<file path="config.mk">
export PLATFORM = sky130hd
export DESIGN_NAME = operation_engine
export DESIGN_NICKNAME = d
export VERILOG_FILES = /design/src/rtl/op_pkg.sv /design/src/rtl/operation_engine.sv
export SDC_FILE = /design/constraint.sdc
export NUM_CORES = 1
export LEC_CHECK = 0
export CAP_MARGIN = 0
export CORE_MARGIN = 2
export CORE_UTILIZATION = 47
export CTS_CLUSTER_SIZE = 40
export DETAILED_ROUTE_END_ITERATION = 6
export PLACE_DENSITY = 0.81
export SETUP_SLACK_MARGIN = 0.05
export SYNTH_ARGS = -nofsm -noshare
export SYNTH_HDL_FRONTEND = slang
export SYNTH_SLANG_ARGS = --single-unit
</file>
<file path="constraint.sdc">
create_clock -name clk_i -period 2.5 [get_ports clk_i]
set_clock_uncertainty 0.2 [all_clocks]
set_input_delay 0.5 -clock clk_i [delete_from_list [all_inputs] [get_ports clk_i]]
set_output_delay 0.5 -clock clk_i [all_outputs]
set_load 0.02 [all_outputs]
</file>
<file path="src/rtl/op_pkg.sv">
// Shared types and constants for the streaming element-wise adder and its result memory.
package op_pkg;

    localparam int unsigned DEF_MEM_WIDTH = 32;
    localparam int unsigned DEF_MEM_DEPTH = 8;

    // Address width for a memory of the given depth; depth is at least 2.
    function automatic int unsigned addr_w(input int unsigned depth);
        return (depth < 2) ? 1 : $clog2(depth);
    endfunction

    typedef enum logic [0:0] {
        RUN  = 1'b0,
        DONE = 1'b1
    } state_e;

endpackage

</file>
<file path="src/rtl/operation_engine.sv">
// Streaming element-wise adder: sweeps operand addresses 0..MEM_DEPTH-1 once after reset
// and presents one registered sum with its write address per cycle.
module operation_engine
    import op_pkg::*;
#(
    parameter  int unsigned MEM_WIDTH = DEF_MEM_WIDTH,
    parameter  int unsigned MEM_DEPTH = DEF_MEM_DEPTH,
    localparam int unsigned ADDR_W    = addr_w(MEM_DEPTH)
) (
    input  logic                 clk_i,
    input  logic                 rst_ni,
    input  logic [MEM_WIDTH-1:0] operand1_i,
    input  logic [MEM_WIDTH-1:0] operand2_i,
    output logic [ADDR_W-1:0]    operand1_addr_o,
    output logic [ADDR_W-1:0]    operand2_addr_o,
    output logic [ADDR_W-1:0]    result_addr_o,
    output logic [MEM_WIDTH-1:0] result_o
);

    localparam logic [ADDR_W-1:0] LAST_IDX = ADDR_W'(MEM_DEPTH - 1);

    state_e               state_q, state_d;
    logic [ADDR_W-1:0]    idx_q, idx_d;
    logic [ADDR_W-1:0]    result_addr_q, result_addr_d;
    logic [MEM_WIDTH-1:0] result_q, result_d;

    // Two's-complement add; the carry out is dropped by keeping only MEM_WIDTH bits.
    function automatic logic [MEM_WIDTH-1:0] wrap_add(
        input logic signed [MEM_WIDTH-1:0] a,
        input logic signed [MEM_WIDTH-1:0] b
    );
        logic signed [MEM_WIDTH-1:0] sum;
        sum = a + b;
        return sum;
    endfunction

    always_comb begin
        state_d       = state_q;
        idx_d         = idx_q;
        result_addr_d = result_addr_q;
        result_d      = result_q;
        case (state_q)
            RUN: begin
                result_d      = wrap_add(operand1_i, operand2_i);
                result_addr_d = idx_q;
                if (idx_q == LAST_IDX) begin
                    state_d = DONE;
                end else begin
                    idx_d = idx_q + 1'b1;
                end
            end
            // DONE holds everything so the store keeps rewriting the last element.
            DONE:    ;
            default: state_d = DONE;
        endcase
    end

    always_ff @(posedge clk_i or negedge rst_ni) begin
        if (!rst_ni) begin
            state_q       <= RUN;
            idx_q         <= '0;
            result_addr_q <= '0;
            result_q      <= '0;
        end else begin
            state_q       <= state_d;
            idx_q         <= idx_d;
            result_addr_q <= result_addr_d;
            result_q      <= result_d;
        end
    end

    assign operand1_addr_o = idx_q;
    assign operand2_addr_o = idx_q;
    assign result_addr_o   = result_addr_q;
    assign result_o        = result_q;

endmodule

</file>
==> impl_metrics.env, run 1 <==
export IMPL_instances_no_fill=683
export IMPL_timing_final_crit_share=1.058
export IMPL_synth_compound_area_frac=0.2531
export IMPL_n_antenna_cell=0
export IMPL_crit_path_max_incr_delay_ps=470
export IMPL_fin_crit_ps=2646
export IMPL_place_area_um2=5044
export IMPL_hold_path_class="in -> async"
export IMPL_path_cells="clkdlybuf4s15_1 -> ha_4 -> buf_6 -> nand4_1 -> nor2_1 -> nor4_4 -> a2111o_1 -> and3_4 -> o31ai_2"
export IMPL_start_util=0.4867
export IMPL_synth_simple_gate_area_frac=0.1600
export IMPL_maxSlewViolCount=0
export IMPL_avgViaCountPerCell=5.832
export IMPL_arrival_ps=2650
export IMPL_critical_path_class="in -> reg"
export IMPL_max_cap_violations=0
export IMPL_coreArea_um2=6794
export IMPL_clock_sinks=39
export IMPL_cts_clk_slew_worst_paths_ps=80
export IMPL_netlist_instances=379
export IMPL_end_kind="flip-flop"
export IMPL_synth_top_family_by_area="compound AO/OA/AOI/OAI gates"
export IMPL_clockBufferDepth=2
export IMPL_drt_initial_drc_count=331
export IMPL_avgRoutedWirePerCell_um=18.52
export IMPL_overflow=0
export IMPL_crit_fanout=4
export IMPL_hold_violations=0
export IMPL_synth_avg_cell_area_um2=8.725
export IMPL_required_ps=2510
export IMPL_grt_pass1_vias=3910
export IMPL_fmax_mhz=378.0
export IMPL_synthXorXnorAreaFrac=0.07416
export IMPL_r2r_slack_ps=690
export IMPL_final_core_util=0.8506
export IMPL_vias=3983
export IMPL_violations="setup timing"
export IMPL_cts_tree="yes"
export IMPL_vdd_drop_max_uv=277.1
export IMPL_multi_input_area_um2=2666
export IMPL_route_detailed_drc=0
export IMPL_register_area_um2=977.2
export IMPL_clock_latency_ps=290
export IMPL_power_total_w=0.002985
export IMPL_status="complete, but fails checks"
export IMPL_io_buffers=106
export IMPL_path_buf_inv=2
export IMPL_p_leak_nw=2.548
export IMPL_ant_nets=0
export IMPL_nNetsFinal=686
export IMPL_htreeDepth=2
export IMPL_ys_seq_area_frac=0.2951
export IMPL_rows=30
export IMPL_powerDensity_nw_per_um2=516.5
export IMPL_synth_flop_cell="dfrtp_1"
export IMPL_finalWirelength_mm=12.65
export IMPL_cp_slowest_cell="a2111o_1"
export IMPL_path_depth=9
export IMPL_die_y_um=87.88
export IMPL_setup_worst_path_start="operand2_i[10]"
export IMPL_syn_nets=479
export IMPL_final_cell_mix="buf_4 (107), clkdlybuf4s50_1 (66), nand2_1 (52)"
export IMPL_cts_buffers=5
export IMPL_r2r_end="operand1_addr_o[2]$_DFFE_PN0P_"
export IMPL_synthMuxAreaShare=0.03670
export IMPL_layout_commonest_cell="buf_4"
export IMPL_async_flop_share=1.000
export IMPL_grtUsageTotal=0.3077
export IMPL_synthDistinctLibCells=60
export IMPL_crit_path_start_kind="input port"
export IMPL_critPathTopFamily="simple AND/OR/NAND/NOR gates"
export IMPL_placed_cells=652
export IMPL_drive_above_1_share=0.3714
export IMPL_die_area_um2=7723
export IMPL_hpwl_mm=7.708
export IMPL_syn_area_um2=3307
export IMPL_r2r_cells=4
export IMPL_fin_ws_ps=-145.5
export IMPL_ys_ff_latch=39
export IMPL_tightest_slew_ps=754.3
export IMPL_finalSetupViolCount=11
export IMPL_yosys_warnings=0
export IMPL_grt_pass1_wl_mm=18.65
export IMPL_rsz0062_at_grt="true"
export IMPL_finalWeightedCongestion=0.9102
export IMPL_relSlewSlack=0.4971
export IMPL_syn_to_final_growth_pct=74.76
export IMPL_grt_max_degree=33
export IMPL_cp_endpoint="result_o[29]$_DFFE_PN0N_"
export IMPL_finalInstanceArea_um2=5779
export IMPL_ios=107
export IMPL_fill_cells=362
export IMPL_r2r_start="operand1_addr_o[0]$_DFFE_PN0P_"
export IMPL_antenna_found_initial=0
export IMPL_firstDrtPassIters=5
export IMPL_die_x_um=87.88
export IMPL_synth_adder_area_share=0.1309
export IMPL_synth_edf_count=0
export IMPL_cts_root_buf="clkbuf_8"
export IMPL_cts_hold_fix_buffers=0
worst register-to-register path, stage by stage, from the launching register on:
cell	delay (ps)
dfrtp_1	450
ha_1	230
ha_1	170
nor2_1	270
mux2_2	380
how the worst min path moves through the flow:
| stage | startpoint | endpoint | slack, ps | cells after the start |
|---|---|---|---|---|
| detailed placement | result_o[7]$_DFFE_PN0N_ | result_o[7]$_DFFE_PN0N_ | 270 | 2 |
| finish | rst_ni | operand1_addr_o[2]$_DFFE_PN0P_ | 60 | 1 |
| CTS | rst_ni | result_o[31]$_DFFE_PN0N_ | 70 | 1 |
| global route | rst_ni | result_o[31]$_DFFE_PN0N_ | 100 | 1 |
| floorplan | rst_ni | operand1_addr_o[0]$_DFFE_PN0P_ | 4 | 0 |
| global placement | result_o[19]$_DFFE_PN0N_ | result_o[19]$_DFFE_PN0N_ | 270 | 2 |
cell usage after synthesis (2+ instances only):
cell type	instances	share of area
xor2_1	16	0.042
a211o_1	2	0.0053
ha_1	33	0.12
nor3_2	2	0.0061
xnor2_1	12	0.032
buf_4	3	0.0068
nor2_1	19	0.022
mux2_2	8	0.027
nor3_1	8	0.012
buf_6	5	0.017
o21ai_2	2	0.0053
and3_1	4	0.0076
o21ai_0	29	0.044
a21oi_2	2	0.0053
nand3_1	12	0.018
or3_1	2	0.0038
a31oi_1	4	0.0076
o211a_1	2	0.0061
o21a_1	5	0.011
o41ai_1	2	0.0053
a211oi_1	3	0.0068
a21o_1	9	0.020
a21oi_1	32	0.048
dfrtp_1	39	0.30
nand4_1	3	0.0057
a211oi_2	2	0.0076
nor2b_1	2	0.0038
o21ai_1	13	0.020
clkbuf_1	8	0.0091
nand2_1	55	0.062
a221oi_1	3	0.0079
nand2b_1	2	0.0038
inv_1	8	0.0091
mux2i_1	2	0.0061
repair_timing:
item | in CTS | in global routing
buffers inserted | 19 | 4
endpoints found under the setup margin | 24 | 21
pin swaps | 44 | 18
gates resized for setup | 125 | 41
power by group:
part,internal [W],switching [W]
Sequential,0.000747,0.0000769
Combinational,0.000819,0.000797
Clock,0.000297,0.000247
sequential cells by signal, summed over array words and instances, names as in the netlist:
register and count:
state_q 1, result_addr_o 3, result_o 32, operand1_addr_o 3
kinds of logic (layout without fill, tap and decap cells):
kind of cell / count (synthesis) / in the layout
AOI/OAI and AO/OA: 126 / 126
and+or+nand+nor: 114 / 114
DFF: 39 / 39
adders and majority gates: 34 / 34
xor gates and xnor gates: 28 / 28
buffers and inverters: 27 / 235
muxes: 11 / 11
layout make-up:
class	count	share of cell area
Timing Repair Buffer	219	0.3241
Multi-Input combinational cell	313	0.4614
Inverter	8	0.005196
Clock inverter	3	0.007577
Clock buffer	5	0.01191
Tap cell	96	0.02078
Sequential cell	39	0.1691
per-layer routing:
layer	vias to the layer above	global-route usage	routed length, µm
li1	1785	-	-
met1	1884	0.3775	4944
met2	244	0.5358	6135
met3	70	0.03959	947
met4	0	0.1413	623
met5	-	0	0
stage by stage:
stage / setup TNS, ps / setup slack (ps) / hold WS, ps
floorplan: -654.0 / -196.1 / 4.409
global placement: -11780 / -678.0 / 265.5
detailed placement: -12760 / -767.6 / 273.2
CTS: -10.88 / -6.695 / 71.98
global route: -1467 / -174.9 / 99.84
finish: -638.8 / -145.5 / 64.25
No activity file was read; power rests on OpenSTA's default activity.
==> run 2, diff against run 1 <==
--- a/config.mk
+++ b/config.mk
@@ -10,6 +10,7 @@
 export CORE_UTILIZATION = 47
 export CTS_CLUSTER_SIZE = 40
 export DETAILED_ROUTE_END_ITERATION = 6
+export MAX_ROUTING_LAYER = met4
 export PLACE_DENSITY = 0.81
 export SETUP_SLACK_MARGIN = 0.05
 export SYNTH_ARGS = -nofsm -noshare
==> run 2 against run 1 <==
Compared with the run above:
- the flow still finishes with violations (setup timing)
- register-to-register slack lost 70 ps
- sequential share of layout area is 0.46 points lower
- maximum frequency fell by 1.2%
- power rose by 6.5%
- first-iteration DRC count is 4.5% higher
- largest cell class unchanged
- largest power group unchanged
==> impl_metrics.env, run 2 (synthesized netlist as in run 1, its figures left out) <==
export IMPL_status="complete, but fails checks"
export IMPL_violations="setup timing"
export IMPL_finalSetupViolCount=10
export IMPL_clockBufferDepth=2
export IMPL_relSlewSlack=0.4715
export IMPL_preCtsSetupSlack_ps=-777.8
export IMPL_placed_cells=653
export IMPL_grt_busiest_layer="met2"
export IMPL_rsz0062_at_grt="true"
export IMPL_grtUsageTotal=0.3111
export IMPL_drive_above_1_share=0.4154
export IMPL_powerDensity_nw_per_um2=534.8
export IMPL_tightest_slew_ps=792.8
export IMPL_r2r_end="result_o[30]$_DFFE_PN0N_"
export IMPL_tns_ps=-845.8
export IMPL_hold_violations=0
export IMPL_fin_crit_ps=2678
export IMPL_critical_path_class="in -> reg"
export IMPL_vias=4154
export IMPL_finalWeightedCongestion=0.9083
export IMPL_rows=30
export IMPL_start_util=0.4867
export IMPL_firstDrtPassIters=5
export IMPL_die_area_um2=7723
export IMPL_grt_pass1_vias=3770
export IMPL_setup_worst_path_start="operand2_i[0]"
export IMPL_ios=107
export IMPL_htreeDepth=2
export IMPL_largest_reg_flops=32
export IMPL_avgRoutedWirePerCell_um=20.24
export IMPL_avgViaCountPerCell=5.994
export IMPL_r2r_slack_ps=620
export IMPL_crit_fanout=4
export IMPL_die_x_um=87.88
export IMPL_p_leak_nw=2.610
export IMPL_fill_cells=336
export IMPL_timing_final_crit_share=1.071
export IMPL_cts_clk_slew_worst_paths_ps=80
export IMPL_ant_nets=0
export IMPL_crit_path_start_kind="input port"
export IMPL_end_kind="flip-flop"
export IMPL_antenna_found_initial=0
export IMPL_arrival_ps=2680
export IMPL_use_met1=0.3692
export IMPL_fin_ws_ps=-178.5
export IMPL_r2r_cells=3
export IMPL_cts_tree="yes"
export IMPL_layout_commonest_cell="buf_4"
export IMPL_register_area_um2=977.2
export IMPL_hpwl_mm=7.740
export IMPL_met3_usage=0.03393
export IMPL_drt_initial_drc_count=346
export IMPL_overflow=0
export IMPL_final_cell_mix="buf_4 (110), clkdlybuf4s50_1 (66), nand2_1 (54)"
export IMPL_cts_buffers=5
export IMPL_nNetsFinal=696
export IMPL_r2r_start="state_q$_DFF_PN0_"
export IMPL_clock_sinks=39
export IMPL_die_y_um=87.88
export IMPL_cts_hold_fix_buffers=0
export IMPL_route_detailed_drc=0
export IMPL_grt_max_degree=38
export IMPL_required_ps=2500
export IMPL_finalWirelength_mm=14.03
export IMPL_max_cap_violations=0
export IMPL_clock_latency_ps=300
export IMPL_cp_endpoint="result_o[30]$_DFFE_PN0N_"
export IMPL_instances_no_fill=693
export IMPL_vdd_drop_max_uv=346.2
export IMPL_io_buffers=106
export IMPL_cts_root_buf="clkbuf_8"
export IMPL_maxSlewViolCount=0
export IMPL_hold_path_class="in -> async"
export IMPL_fmax_mhz=373.3
export IMPL_grt_use_met2=0.5448
export IMPL_syn_to_final_growth_pct=79.68
export IMPL_grt_pass1_wl_mm=18.20
export IMPL_n_antenna_cell=0
export IMPL_coreArea_um2=6794
export IMPL_multi_input_area_um2=2740
[run 2: layout make-up]
cell class                      count  area share
Sequential cell                    39      0.1645
Inverter                            8    0.005054
Tap cell                           96     0.02021
Clock inverter                      3     0.01137
Multi-Input combinational cell    313      0.4611
Timing Repair Buffer              229      0.3262
Clock buffer                        5     0.01158
[run 2: through the flow]
step	hold WS (ps)	util	power [W]	instance area, µm²
floorplan	4.409	-	0.001492	3326
global placement	266.0	0.7435	0.002141	5051
detailed placement	272.7	0.7435	0.002173	5051
CTS	90.60	0.8368	0.002952	5685
global route	129.1	0.8746	0.003282	5942
finish	74.42	0.8746	0.003178	5942
[run 2: worst min path at each step]
| stage | start | endpoint | slack [ps] |
|---|---|---|---|
| global route | rst_ni | result_o[21]$_DFFE_PN0N_ | 130 |
| global placement | result_o[4]$_DFFE_PN0N_ | result_o[4]$_DFFE_PN0N_ | 270 |
| CTS | rst_ni | result_o[31]$_DFFE_PN0N_ | 90 |
| finish | rst_ni | operand1_addr_o[0]$_DFFE_PN0P_ | 70 |
| detailed placement | result_o[7]$_DFFE_PN0N_ | result_o[7]$_DFFE_PN0N_ | 270 |
| floorplan | rst_ni | operand1_addr_o[0]$_DFFE_PN0P_ | 4 |
[run 2: worst max-delay path, cell delays in order]
cell,delay (ps)
buf_6,100
ha_4,150
fa_2,370
a21o_4,220
a22o_4,230
o31ai_4,330
o21ai_4,140
o21ai_4,250
buf_6,140
o22ai_2,50
a211oi_1,210
[run 2: routing by layer]
layer	wire length (µm)	part of all wire
met5	0	0
met4	760	0.054
met3	1057	0.075
met2	6924	0.49
met1	5287	0.38
[run 2: what timing repair did]
item,in CTS,in global routing
setup buffers,22,11
cloned,0,0
resized for setup,136,68
pin swaps,50,39
setup endpoints to repair,24,20
[run 2: report_power, final]
part           internal (W)  switching (W)  leakage (nW)
Sequential         0.000747      0.0000847         0.433
Combinational      0.000851       0.000836          2.11
Clock              0.000399       0.000260        0.0644
==> run 3, diff against run 2 <==
--- a/config.mk
+++ b/config.mk
@@ -5,13 +5,13 @@
 export SDC_FILE = /design/constraint.sdc
 export NUM_CORES = 1
 export LEC_CHECK = 0
+export ABC_AREA = 1
 export CAP_MARGIN = 0
 export CORE_MARGIN = 2
-export CORE_UTILIZATION = 47
+export CORE_UTILIZATION = 50
 export CTS_CLUSTER_SIZE = 40
 export DETAILED_ROUTE_END_ITERATION = 6
-export MAX_ROUTING_LAYER = met4
-export PLACE_DENSITY = 0.81
+export PLACE_DENSITY = 0.83
 export SETUP_SLACK_MARGIN = 0.05
 export SYNTH_ARGS = -nofsm -noshare
 export SYNTH_HDL_FRONTEND = slang
==> run 3 against run 2 <==
Compared with the run above:
- largest power group unchanged
- maximum frequency is 14% higher
- sequential power is 5.5% lower
- final area is 6.7% lower
- the run now ends clean
- synthesized area is 18% higher
==> impl_metrics.env, run 3 <==
export IMPL_rows=32
export IMPL_arrival_ps=2320
export IMPL_pwr_share_comb=0.464
export IMPL_maxSlewViolCount=0
export IMPL_drive_above_1_share=0.1337
export IMPL_synth_avg_cell_area_um2=6.016
export IMPL_synth_most_common_cell="nand2_1"
export IMPL_synth_top_area_frac=0.2681
export IMPL_clock_latency_ps=290
export IMPL_avgRoutedWirePerCell_um=13.01
export IMPL_vias=4340
export IMPL_timing_final_crit_share=0.9372
export IMPL_grtUsageTotal=0.2772
export IMPL_hpwl_mm=9.797
export IMPL_fill_cells=656
export IMPL_synth_common_cells="nand2_1 (278), inv_1 (103), nand3_1 (46)"
export IMPL_post_cts_buffers=0
export IMPL_cts_buffers=5
export IMPL_synthDistinctLibCells=32
export IMPL_grt_pass1_vias=4028
export IMPL_hold_path_class="in -> async"
export IMPL_rsz0062_at_grt="true"
export IMPL_syn_nets=747
export IMPL_required_ps=2480
export IMPL_final_core_util=0.7251
export IMPL_internal_power_w=0.001690
export IMPL_post_synth_top_area_cell="nand2_1"
export IMPL_powerDensity_nw_per_um2=472.2
export IMPL_finalSetupViolCount=0
export IMPL_crit_path_start_kind="input port"
export IMPL_r2r_cells=4
export IMPL_htreeDepth=2
export IMPL_die_y_um=92.23
export IMPL_cts_tree="yes"
export IMPL_crit_fanout=4
export IMPL_ys_seq_area_frac=0.2507
export IMPL_synth_flop_cell="dfrtp_1"
export IMPL_vdd_drop_max_uv=210.9
export IMPL_synth_edf_count=0
export IMPL_max_cap_violations=0
export IMPL_tightest_slew_ps=828.3
export IMPL_syn_area_um2=3892
export IMPL_status="completed"
export IMPL_async_flop_share=1.000
export IMPL_switching_share=0.3544
export IMPL_netlist_top_cells_area="nand2_1 (27%), dfrtp_1 (25%), ha_1 (11%)"
export IMPL_cts_clk_slew_worst_paths_ps=80
export IMPL_netlist_instances=647
export IMPL_clockBufferDepth=2
export IMPL_clock_sinks=39
export IMPL_overflow=0
export IMPL_die_x_um=92.23
export IMPL_ios=107
export IMPL_route_detailed_drc=0
export IMPL_cts_root_buf="clkbuf_8"
export IMPL_firstDrtPassIters=5
export IMPL_largest_reg_flops=32
export IMPL_fin_crit_ps=2343
export IMPL_die_area_um2=8506
export IMPL_yosys_warnings=0
export IMPL_fmax_mhz=426.8
export IMPL_grt_pass1_wl_mm=18.88
export IMPL_syn_to_final_growth_pct=42.46
export IMPL_antenna_found_initial=0
export IMPL_pwr_share_clk=0.236
export IMPL_ant_nets=0
export IMPL_layout_commonest_cell="nand2_1"
export IMPL_n_antenna_cell=0
export IMPL_drt_initial_drc_count=264
export IMPL_hold_violations=0
export IMPL_end_kind="flip-flop"
export IMPL_place_area_um2=5340
export IMPL_finalWeightedCongestion=0.9702
export IMPL_finalWirelength_mm=11.64
export IMPL_ys_ff_latch=39
export IMPL_grt_max_degree=49
export IMPL_nNetsFinal=892
export IMPL_final_cell_mix="nand2_1 (276), clkdlybuf4s50_1 (105), inv_1 (103)"
export IMPL_p_seq_frac=0.300
export IMPL_critical_path_class="in -> reg"
export IMPL_start_util=0.5090
export IMPL_p_switching_w=0.0009280
export IMPL_r2r_slack_ps=850
export IMPL_io_buffers=106
export IMPL_avgViaCountPerCell=4.849
export IMPL_p_leak_nw=3.034
export IMPL_relSlewSlack=0.4478
export IMPL_coreArea_um2=7647
export IMPL_hold_ws_ps=99.15
export IMPL_finalInstanceArea_um2=5545
run 3: cell count changes in the layout (fill, tap and decap cells not counted), sizes merged, moves of 30 or more:
cell	delta
buf	-94
clkdlybuf4s50	+39
inv	+107
nand2	+234
nand3	+39
o21ai	-30
run 3: area by class of cell:
type	count	area [µm²]	share of cell area
Multi-Input combinational cell	481	2499	0.4506
Timing Repair Buffer	148	1371	0.2473
Sequential cell	39	975.9	0.1760
Inverter	117	439.2	0.07920
Tap cell	102	127.6	0.02301
Clock buffer	6	72.57	0.01309
Clock inverter	2	60.06	0.01083
run 3: worst max-delay path: stages:
cell and delay, ps:
clkdlybuf4s50_1 400, ha_1 230, fa_2 350, buf_4 150, nand2_1 70, nand3_2 90, nand2_1 110, nand2_2 100
nand2_1 90, nand3_1 60, nand3_1 90, nand2_1 80
run 3: metal layers:
layer	routed length, µm	global-route usage	vias to the layer above	part of all wire
li1	-	-	2255	-
met1	5787	0.3952	1964	0.50
met2	5351	0.4645	110	0.46
met3	397	0.01479	11	0.034
met4	107	0.06219	0	0.0092
met5	0	0	-	0
run 3: power groups by stage:
stage	Combinational, W	Sequential, W	Clock [W]
floorplan	0.000518	0.000906	0
CTS	0.00119	0.000786	0.000626
global route	0.00133	0.000795	0.000650
detailed placement	0.00118	0.000797	0
finish	0.00122	0.000786	0.000617
global placement	0.00116	0.000790	0
run 3: cells by family after synthesis:
kind of cell    Yosys count  share of synthesized area
simple gates            397                     0.4327
buf+inv                 127                     0.1260
compound gates           39                    0.05465
flops                    39                     0.2507
fa+ha+maj                34                     0.1112
xor+xnor                 11                    0.02475
run 3: repair_timing:
item / CTS / global route
hold buffers: 0 / 0
gates resized for setup: 0 / 13
endpoints found under the setup margin: 0 / 8
hold endpoints to repair: 0 / 0
run 3: final timing paths:
path / start / to
worst max-delay path: operand1_i[0] / result_o[22]$_DFFE_PN0N_
worst min-delay path: rst_ni / result_o[0]$_DFFE_PN0N_
worst max register to register: operand1_addr_o[0]$_DFFE_PN0P_ / operand1_addr_o[2]$_DFFE_PN0P_
worst min register to register: result_o[7]$_DFFE_PN0N_ / result_o[7]$_DFFE_PN0N_
max in group asynchronous: rst_ni / result_o[27]$_DFFE_PN0N_
min in group clk_i: result_o[7]$_DFFE_PN0N_ / result_o[7]$_DFFE_PN0N_
run 3: stage by stage:
step           std cells  TNS [ps]  setup WS, ps  total power (W)
6_report             895         0         157.1         0.002618
5_1_grt              895         0         2.277         0.002772
4_1_cts              895         0         113.6         0.002602
3_5_place_dp         887     -2077        -155.2         0.001978
3_3_place_gp         887     -1347        -122.7         0.001952
2_1_floorplan        647         0         317.9         0.001424
